<file path="config.mk">
export PLATFORM = sky130hd
export DESIGN_NAME = alu_sequencer
export DESIGN_NICKNAME = d
export VERILOG_FILES = /design/src/rtl/alu_sequencer.sv
export SDC_FILE = /design/constraint.sdc
export NUM_CORES = 1
export LEC_CHECK = 0
export ABC_AREA = 1
export BUFFER_PORTS_ARGS = -buffer_cell sky130_fd_sc_hd__buf_2
export CAP_MARGIN = 15
export CORE_UTILIZATION = 51
export CTS_CLUSTER_DIAMETER = 80
export CTS_CLUSTER_SIZE = 20
export DETAILED_ROUTE_END_ITERATION = 8
export PLACE_DENSITY = 0.8
export SETUP_SLACK_MARGIN = 0.15
export SLEW_MARGIN = 20
export SYNTH_ARGS = -nofsm -noshare
export SYNTH_HDL_FRONTEND = slang
export SYNTH_SLANG_ARGS = --single-unit
</file>
<file path="constraint.sdc">
create_clock -name clk -period 1.9 [get_ports clk]
set_input_delay 0.38 -clock clk [delete_from_list [all_inputs] [get_ports clk]]
set_output_delay 0.38 -clock clk [all_outputs]
set_load 0.03 [all_outputs]
</file>
<file path="src/rtl/alu_sequencer.sv">
// Purpose:      sequences the shared 16-bit ALU for stack ALU instructions (BIN/UNARY/MUL/CMP),
//               then issues one stack update (pops + optional push) and registers the flags.
// Latency:      done two cycles after accept for BIN/UNARY/CMP, 17 for MUL, one on underflow.
// Backpressure: cmd_ready is high only in IDLE; cmd_valid is ignored while busy.
// Ports:
//   clk, rst                      clock, synchronous active-high reset
//   cmd_valid/cmd_ready           command handshake; cmd_kind 0=BIN 1=UNARY 2=MUL 3=CMP
//   cmd_alu_op                    ALU op for BIN/UNARY/CMP (MUL always uses OP_ADD)
//   tos, nos, depth               stack top/next and depth, sampled only at accept
//   alu_a, alu_b, alu_op          registered operands/op driven to the shared ALU
//   alu_q, alu_flags              ALU result and {carry,sign,zero}, combinational from alu_*
//   stack_we, pop_count, push,    one-cycle stack update strobe with its pop count,
//   push_data                     push enable and pushed value
//   flags                         {carry,sign,zero} of the last successfully completed op
//   done, error                   one-cycle completion pulse; error marks a depth underflow
module alu_sequencer #(
  parameter int         DEPTH_W = 5,
  parameter logic [5:0] OP_ADD  = 6'h09
) (
  input  logic               clk,
  input  logic               rst,
  input  logic               cmd_valid,
  output logic               cmd_ready,
  input  logic [1:0]         cmd_kind,
  input  logic [5:0]         cmd_alu_op,
  input  logic [15:0]        tos,
  input  logic [15:0]        nos,
  input  logic [DEPTH_W-1:0] depth,
  output logic [15:0]        alu_a,
  output logic [15:0]        alu_b,
  output logic [5:0]         alu_op,
  input  logic [15:0]        alu_q,
  input  logic [2:0]         alu_flags,
  output logic               stack_we,
  output logic [1:0]         pop_count,
  output logic               push,
  output logic [15:0]        push_data,
  output logic [2:0]         flags,
  output logic               done,
  output logic               error
);

  localparam logic [1:0] KIND_BIN   = 2'd0;
  localparam logic [1:0] KIND_UNARY = 2'd1;
  localparam logic [1:0] KIND_MUL   = 2'd2;
  localparam logic [1:0] KIND_CMP   = 2'd3;

  typedef enum logic [1:0] {S_IDLE, S_EXEC, S_MUL, S_WRITE} state_t;

  state_t      state, state_nxt;
  logic [1:0]  kind_q;
  logic        err_q;
  logic [15:0] mplier;
  logic [15:0] result;
  logic [2:0]  cap_flags;
  logic [3:0]  cnt;
  logic        underflow;
  logic [15:0] mul_next;

  always_comb begin
    underflow = (cmd_kind == KIND_UNARY) ? (depth < DEPTH_W'(1)) : (depth < DEPTH_W'(2));
  end

  // In MUL, alu_a is the accumulator and alu_b the shifted multiplicand, so the
  // ALU sum is only taken when the current multiplier bit is set.
  assign mul_next  = mplier[0] ? alu_q : alu_a;
  assign push_data = result;

  always_ff @(posedge clk) begin
    if (rst) state <= S_IDLE;
    else     state <= state_nxt;
  end

  always_comb begin
    state_nxt = state;
    cmd_ready = 1'b0;
    stack_we  = 1'b0;
    pop_count = 2'd0;
    push      = 1'b0;
    done      = 1'b0;
    error     = 1'b0;
    case (state)
      S_IDLE: begin
        cmd_ready = 1'b1;
        if (cmd_valid) begin
          if (underflow)                  state_nxt = S_WRITE;
          else if (cmd_kind == KIND_MUL)  state_nxt = S_MUL;
          else                            state_nxt = S_EXEC;
        end
      end
      S_EXEC: state_nxt = S_WRITE;
      S_MUL:  if (cnt == 4'd15) state_nxt = S_WRITE;
      S_WRITE: begin
        done      = 1'b1;
        error     = err_q;
        state_nxt = S_IDLE;
        if (!err_q) begin
          stack_we = 1'b1;
          case (kind_q)
            KIND_BIN, KIND_MUL: begin pop_count = 2'd2; push = 1'b1; end
            KIND_UNARY:         begin pop_count = 2'd1; push = 1'b1; end
            default:            begin pop_count = 2'd0; push = 1'b0; end // CMP: flags only
          endcase
        end
      end
      default: state_nxt = S_IDLE;
    endcase
  end

  always_ff @(posedge clk) begin
    if (rst) begin
      kind_q    <= KIND_BIN;
      err_q     <= 1'b0;
      alu_a     <= 16'h0;
      alu_b     <= 16'h0;
      alu_op    <= 6'h0;
      mplier    <= 16'h0;
      result    <= 16'h0;
      cap_flags <= 3'b000;
      flags     <= 3'b000;
      cnt       <= 4'd0;
    end else begin
      case (state)
        S_IDLE: begin
          if (cmd_valid) begin
            kind_q <= cmd_kind;
            err_q  <= underflow;
            cnt    <= 4'd0;
            if (cmd_kind == KIND_MUL) begin
              alu_a  <= 16'h0;
              alu_b  <= nos;
              alu_op <= OP_ADD;
              mplier <= tos;
            end else begin
              alu_a  <= (cmd_kind == KIND_UNARY) ? tos : nos;
              alu_b  <= tos;
              alu_op <= cmd_alu_op;
            end
          end
        end
        S_EXEC: begin
          result    <= alu_q;
          cap_flags <= alu_flags;
        end
        S_MUL: begin
          alu_a  <= mul_next;
          alu_b  <= alu_b << 1;
          mplier <= mplier >> 1;
          cnt    <= cnt + 4'd1;
          if (cnt == 4'd15) begin
            // Product is truncated to 16 bits; the adder carry is meaningless here.
            result    <= mul_next;
            cap_flags <= {1'b0, mul_next[15], (mul_next == 16'h0)};
          end
        end
        S_WRITE: begin
          if (!err_q) flags <= cap_flags;
        end
        default: ;
      endcase
    end
  end

endmodule
</file>
* Word-level counts from Yosys, hierarchy flattened
Index checks and enable logic that the tools add are counted.
** Word-level totals
- Flip-flop bits (word level) :: 85
- Bits of input ports :: 67
- Output and inout bits :: 64
- Word-level logic and storage cells :: 74
** Cells by class
- $add $sub $neg :: 1
- Magnitude comparators :: 2
- Eq/ne operators :: 11
- Muxes and demuxes :: 35
- Bitwise operators :: 1
- Reduce and logical (&&, ||, !) cells :: 13
** Operators with widths (count)
- two-way mux 16 bit :: 9
- one-hot mux 16 bit (2 select lines) :: 4
- zero test 16 bit :: 1
- two-way mux 2 bit :: 6
- AND reduction 2 bit :: 5
- two-way mux 1 bit :: 9
- == test 2 bit, second input constant :: 4
- one-hot mux 2 bit (4 select lines) :: 1
- one-hot mux 4 bit (2 select lines) :: 1
- == test 2 x 1 -> 1 bit, second input constant :: 3
- two-way mux 6 bit :: 1
- != test 2 bit, second input constant :: 3
- one-hot mux 3 bit (2 select lines) :: 1
- less-than comparator 5 x 1 -> 1 bit, second input constant :: 1
- less-than comparator 5 x 2 -> 1 bit, second input constant :: 1
- adder 4 x 1 -> 4 bit, second input constant :: 1
- == test 4 bit, second input constant :: 1
- zero test 2 bit :: 2
- two-way mux 4 bit :: 1
- one-hot mux 2 bit (2 select lines) :: 1
- nonzero test 2 bit :: 2
- two-way mux 3 bit :: 1
- AND reduction 3 bit :: 1
- OR reduction 3 bit :: 1
- other kinds (2) :: 2

* Logic depth before layout (Yosys ltp)
Gate-level depths: netlist of run 1.
- Word-level depth :: 5
- Mapped depth :: 11
- Gate-level depth less buffers :: 9

* Least setup slack after synthesis of run 1
OpenSTA, ideal clock, no wires.
- Kind :: register to output
- Start :: reg state[1]
- End :: out push
- Data arrival time :: 2.043 ns
- Setup slack :: -0.523 ns
- Stages on the path, launching flop included :: 6
- Path buffers :: 0
- Cells stage by stage :: dfxtp_1 ha_1 inv_1 nor2_1 inv_1 a21oi_1
** On the way
- Word-level cells in the longest chain between the ends :: 2
** RTL lines
- start: declaration :: line 50 : state_t state, state_nxt;
- start signal: assignment :: line 71 : else state <= state_nxt;
- == test 2 bit :: line 82 : case (state)
- two-way mux 1 bit :: line 82
- end: declaration :: line 36 : output logic push,
Every way passes these cells.

* Worst setup path after layout of run 1
- Start :: reg state[1]
- End :: out pop_count[0]
** On the way
- Word-level cells in the longest chain between the ends :: 2
** RTL lines
- == test 2 bit :: line 82
- two-way mux 2 bit :: line 82
- end: declaration :: line 35 : output logic [1:0] pop_count,
Every way passes these cells.

==> qor.txt, run 1 <==
Reg-to-Reg Start = state[0]
vias in the first global route = 4114
CP Class = reg -> out
DR pass1 iterations = 6
Max FO, Critical Path = 4
EDFF count, synth = 0
syn_nets = 658
Fin. Hold Viols = 0
R2R cell count = 9
Max-Cap Viols = 0
Post-Syn Instances = 586
Hold EP = alu_op[3]
Antenna Cells = 0
RD Place Congestion = 0.829
Hold Path Class = in -> reg
Slew Viols, Final = 0
initial antenna violation count = 0
Ys Warns = 0
first-pass GRT wire length = 19.7 mm
Total Wirelength = 12.9 mm
final core occ = 0.675
Post-synth ARST share = 0
number of synthesized register bits = 85
Ports = 131
H-tree depth = 3
GRT Resource Usage Total = 0.291
Via density = 5.75
DR vias = 4675
top_reg_cell synth = dfxtp_1
most common cell after layout, fill and taps aside = nand2_1
Finish-stage setup viols = 0
Cell Pwr Density = 1670 nW/µm²
setup TNS = 0 ns
grt total ovfl = 0
DRC = 0
Leak Pwr = 2.49 nW
Final Power = 8.89 mW
hold path depth = 3
Worst-Skew Late Latency = 0.37 ns
effective utilization at floorplan = 0.538
max_slew headroom = 0.607
Final Cycle Share = 0.943
Area growth, synth to finish = 25.5%
Die Wd = 93.2 µm
largest net degree at the start of global routing = 46
First DRT Iteration DRCs = 351
synthesized area per cell = 7.24 µm²
CTS Buffer Depth = 2
worst vdd ir = 917 µV
fmax = 558 MHz
WL/cell = 15.9 µm
worst path arrival time = 1.41 ns
CTS tree = built
# rows = 32
sequential share of the synthesized area = 0.401
Die Area = 8680 µm²
Layout Skew = 0.0136 ns
total CTS buffers = 9
die height = 93.2 µm
hpwl dp = 9.09 mm
Final Critical Period = 1.79 ns
Buffers on Ports = 130
worst endpoint required time = 1.52 ns
Startpoint Class = flip-flop
most frequent cells in the layout = nand2_1 (134), buf_2 (126), o21ai_0 (83), dfxtp_1 (83), a21oi_1 (47)
Worst Tran Pin Value = 0.589 ns
Post-Syn Area = 4240 µm²
fin nets = 778
clock sinks = 85
RSZ-0062 raised after global routing = true
share of cells above drive strength 1 = 0.283
CTS Root Cell = clkbuf_8
Clock transition at path regs = 0.08 ns
reg-to-reg setup timing slack = 0.21 ns
worst hold margin = 0.240 ns
Hold Path Origin = cmd_alu_op[3]
DRT antenna net count = 0
Worst Setup End Kind = primary output
Core Area = 7890 µm²
Worst R2R End = alu_b[3]
status = complete, no violations
Distinct cells, synth = 31
-- where the power goes --
group	switching, mW	leakage, nW	internal [mW]
combinational	3.09	1.66	1.45
sequential	0.453	0.702	2.42
clock	0.669	0.120	0.815
-- area by class of cell --
cell class | count | area (µm²)
inverter | 46 | 198
clock buffer | 11 | 151
multi-input combinational | 413 | 2160
clock inverter | 5 | 82.6
timing repair buffer | 150 | 885
sequential | 85 | 1710
tap | 102 | 128
fill | 678 | 2570
timing repair inverter | 1 | 5.00
-- metrics by stage --
step | std cells | worst slack (ns) | cell area, µm²
after floorplan | 586 | 0.120 | 4270
after global placement | 792 | 0.151 | 4960
after detailed placement | 792 | 0.0683 | 4960
after CTS | 811 | 0.123 | 5270
after global routing | 813 | 0.0421 | 5320
final | 813 | 0.108 | 5320
-- logic make-up (layout without fill, tap and decap cells) --
group                      count (synthesis)  in the layout  synth area share
AOI/OAI and AO/OA                        221            221             0.297
adders and majority gates                  5              5            0.0148
and+or+nand+nor                          185            185             0.182
DFF                                       85             85             0.401
xor gates and xnor gates                   2              2           0.00413
buffers and inverters                     88            213             0.101
-- how the worst max path moves through the flow --
stage | startpoint | endpoint | cells after the start
finish | state[1] | pop_count[0] | 6
CTS | state[0] | alu_a[1] | 9
detailed placement | state[0] | mplier[12] | 8
global route | state[1] | pop_count[0] | 6
floorplan | state[1] | push | 5
global placement | state[0] | mplier[6] | 8
-- timing repair --
item,4_1_cts,5_1_grt
cloned,0,2
endpoints found under the setup margin,47,54
hold buffers,0,0
pin swaps,3,4
resized for setup,18,9
setup buffers,3,0
hold endpoints to repair,0,0
-- flip-flops by register name, summed over array words and instances (netlist names) --
| name | cells |
|---|---|
| flags | 3 |
| err_q | 1 |
| cap_flags | 3 |
| alu_b | 16 |
| kind_q | 2 |
| mplier | 16 |
| alu_op | 6 |
| push_data | 16 |
| state | 2 |
| cnt | 4 |
| alu_a | 16 |
-- synth_stat cells, types with 2 or more instances --
cell type | number | area (µm²)
a211oi_1 | 2 | 15.0
a21oi_1 | 48 | 240
a31oi_1 | 46 | 288
buf_2 | 18 | 90.1
buf_4 | 5 | 37.5
buf_6 | 6 | 67.6
clkbuf_1 | 13 | 48.8
dfxtp_1 | 85 | 1700
ha_1 | 5 | 62.6
inv_1 | 37 | 139
inv_2 | 6 | 22.5
inv_4 | 2 | 12.5
nand2_1 | 136 | 510
nand3_1 | 6 | 30.0
nor2_1 | 26 | 97.6
nor2_2 | 2 | 12.5
nor2_4 | 2 | 22.5
nor3_1 | 2 | 10.0
o211ai_1 | 31 | 233
o21ai_0 | 83 | 415
o21ai_1 | 8 | 40.0
or2_1 | 4 | 25.0
or2_2 | 4 | 25.0
xor2_1 | 2 | 17.5
-- critical path, stage by stage (launching register included) --
cell	delay (ns)
dfxtp_4	0.38
ha_4	0.13
inv_2	0.04
nor2_4	0.16
nand2_2	0.08
nor2_2	0.12
buf_6	0.14
-- metal layers --
metal | track usage | up-vias | part of all wire
li1 | - | 2252 | -
met1 | 0.405 | 2162 | 0.44
met2 | 0.455 | 240 | 0.47
met3 | 0.0390 | 21 | 0.073
met4 | 0.117 | 0 | 0.021
met5 | 0 | - | 0
No activity file was read; power rests on OpenSTA's default activity.
==> inputs of run 2 (changes only) <==
- ABC_AREA: 1 -> not set
- CORE_UTILIZATION: 51 -> 52
==> qor.txt, run 2 <==
worst hold margin = 0.252 ns (+0.0113 ns)
Slowest-stage cell, CP = dfxtp_4
setup ws final = 0.173 ns (+0.0658 ns)
Total Wirelength = 12.8 mm (-0.47%)
Area growth, synth to finish = 26.0%
EDFF count, synth = 0 (unchanged)
fmax = 579 MHz (+3.8%)
Reg-to-Reg Start = state[0]
CTS Buffer Depth = 2 (unchanged)
# placed instances = 718 (-9.3%)
Worst R2R End = push_data[2]
grt total ovfl = 0 (unchanged)
Final Critical Period = 1.73 ns (-0.0658 ns)
Worst Setup End Kind = primary output
WL/cell = 17.4 µm (+9.5%)
fill cell count = 679 (+0.15%)
most used cell, CP = buf_4
Hold Path Class = in -> reg
Antenna Cells = 0 (unchanged)
Fin. Hold Viols = 0 (unchanged)
worst vdd ir = 832 µV (-9.3%)
Synth top area share = 0.382 (-0.0196)
Ys Warns = 0 (unchanged)
cells along the critical path = ha_4 -> nand2b_4 -> buf_4 -> inv_1 -> buf_4
CTS Root Cell = clkbuf_8
Synth top cells by count = dfxtp_1 (85), nand2_1 (49), nor2_1 (49)
Comb pwr share = 0.504 (-0.006)
top_reg_cell synth = dfxtp_1
status = complete, no violations
vias in the first global route = 3988 (-3.1%)
Finish-stage setup viols = 0 (unchanged)
R2R cell count = 7 (-2)
DR vias = 4333 (-7.3%)
clock sinks = 85 (unchanged)
H-tree depth = 3 (unchanged)
Cell Pwr Density = 1540 nW/µm² (-7.9%)
initial antenna violation count = 0 (unchanged)
most common cell after layout, fill and taps aside = buf_2
crit path to = stack_we
slowest stage delay, CP = 0.38 ns (about the same)
setup TNS = 0 ns (unchanged)
fin nets = 701 (-9.9%)
pre-CTS worst setup slack = -0.0869 ns (-0.155 ns)
largest net degree at the start of global routing = 59 (+28%)
Buffers on Ports = 130 (unchanged)
Synth area leaders = dfxtp_1 (38%), mux2i_1 (8.1%), mux2_2 (6.6%)
Ports = 131 (unchanged)
share of cells above drive strength 1 = 0.345 (+0.0627)
final core occ = 0.680 (+0.00535)
worst path arrival time = 1.35 ns (-0.06 ns)
crit path launch = state[1]
RD Place Congestion = 0.940 (+13%)
total CTS buffers = 9 (unchanged)
RSZ-0062 raised after global routing = true
CP Class = reg -> out
post-route insts no fill = 739 (-9.1%)
Max-Cap Viols = 0 (unchanged)
Slew Viols, Final = 0 (unchanged)
syn_nets = 581 (-12%)
Via density = 5.86 (+2.0%)
worst endpoint required time = 1.52 ns (about the same)
Leak Pwr = 2.37 nW (-4.6%)
Post-Syn Instances = 509 (-13%)
max_slew headroom = 0.537 (-0.0693)
Layout Skew = 0.00863 ns (-0.00499 ns)
GRT Resource Usage Total = 0.293 (+0.00153)
DRT antenna net count = 0 (unchanged)
die height = 94.6 µm (+1.5%)
First DRT Iteration DRCs = 289 (-18%)
cell internal pwr = 4.89 mW (+4.4%)
post-synth top area cell = dfxtp_1
count leader, synth = dfxtp_1
hpwl dp = 9.24 mm (+1.7%)
Worst-Skew Late Latency = 0.36 ns (about the same)
Die Area = 8950 µm² (+3.0%)
# hold bufs at CTS = 0 (unchanged)
DRC = 0 (unchanged)
Worst Tran Pin Value = 0.693 ns (+0.104 ns)
Clock transition at path regs = 0.09 ns (about the same)
effective utilization at floorplan = 0.540 (+0.00225)
CTS tree = built
Switching Share = 0.434 (-0.0391)
Startpoint Class = flip-flop
first-pass GRT wire length = 20.2 mm (+2.8%)
clock network fraction of design power = 0.178 (+0.011)
Post-synth ARST share = 0 (unchanged)
synthesized area per cell = 8.76 µm² (+21%)
reg-to-reg setup timing slack = 0.21 ns (about the same)
number of synthesized register bits = 85 (unchanged)
NetSw = 3.75 mW (-11%)
most frequent cells in the layout = buf_2 (127), dfxtp_1 (83), nand2_1 (49)
sequential share of the synthesized area = 0.382 (-0.0196)
Flop pwr share = 0.318 (-0.005)
Die Wd = 94.6 µm (+1.5%)
DR pass1 iterations = 5 (-1)
Post-Syn Area = 4460 µm² (+5.1%)
# rows = 33 (+3.1%)
Core Area = 8260 µm² (+4.7%)
Max FO, Critical Path = 4 (unchanged)
Distinct cells, synth = 45 (+45%)
Final Cycle Share = 0.909 (-0.0346)
run 2: what timing repair did:
action                                  CTS  global route
resized for setup                        10            13
gates cloned                              0             1
buffers inserted                          2             2
endpoints found under the setup margin   40            78
endpoints found under the hold margin     0             0
pin swaps                                 2             0
run 2: power by group through the flow:
stage | clock network (mW) | registers (mW) | logic, mW
after floorplan | 0 | 3.41 | 2.23
after global placement | 0 | 2.73 | 3.92
after detailed placement | 0 | 2.75 | 3.99
after CTS | 1.55 | 2.72 | 4.09
after global routing | 1.64 | 2.80 | 4.69
final | 1.54 | 2.75 | 4.35
run 2: worst min path at each step:
stage                       start           end  slack (ns)  cells after the start
floorplan            cap_flags[2]  cap_flags[2]        0.43                      2
global placement     push_data[7]  push_data[7]        0.44                      2
detailed placement   cap_flags[2]  cap_flags[2]        0.44                      2
CTS                 cmd_alu_op[3]     alu_op[3]        0.24                      3
global route        cmd_alu_op[0]     alu_op[0]        0.28                      3
finish              cmd_alu_op[3]     alu_op[3]        0.25                      3
run 2: stage by stage:
step / power (mW) / cell area, µm²
6_report: 8.64 / 5620
4_1_cts: 8.36 / 5510
2_1_floorplan: 5.64 / 4470
3_5_place_dp: 6.74 / 5220
5_1_grt: 9.13 / 5620
3_3_place_gp: 6.65 / 5220
run 2: worst max-delay path: cells and delay by family (launching register included):
kind | cells | cell delay (ns)
adders and majority gates | 1 | 0.17
and+or+nand+nor | 1 | 0.09
buffers and inverters | 3 | 0.33
DFF | 1 | 0.38
run 2: per-layer routing:
layer / global-route usage / share of wire
met4: 0.109 / 0.020
met1: 0.395 / 0.45
met5: 0 / 0
met3: 0.0491 / 0.067
met2: 0.469 / 0.46
run 2: cell type report:
type	instances	area, µm²	area share
clock inverter	6	111	0.0198
clock buffer	10	128	0.0227
multi-input combinational	375	2610	0.465
inverter	5	18.8	0.00334
sequential	85	1710	0.304
tap	105	131	0.0234
timing repair buffer	153	910	0.162
run 2: logic make-up after synthesis:
| kind of cell | Yosys count | share of synthesized area |
|---|---|---|
| AO/OA/AOI/OAI | 148 | 0.230 |
| adder cells (fa/ha/maj) | 5 | 0.0140 |
| buffers and inverters | 49 | 0.0550 |
| flip-flops | 85 | 0.382 |
| multiplexers | 67 | 0.159 |
| AND/OR/NAND/NOR | 155 | 0.161 |
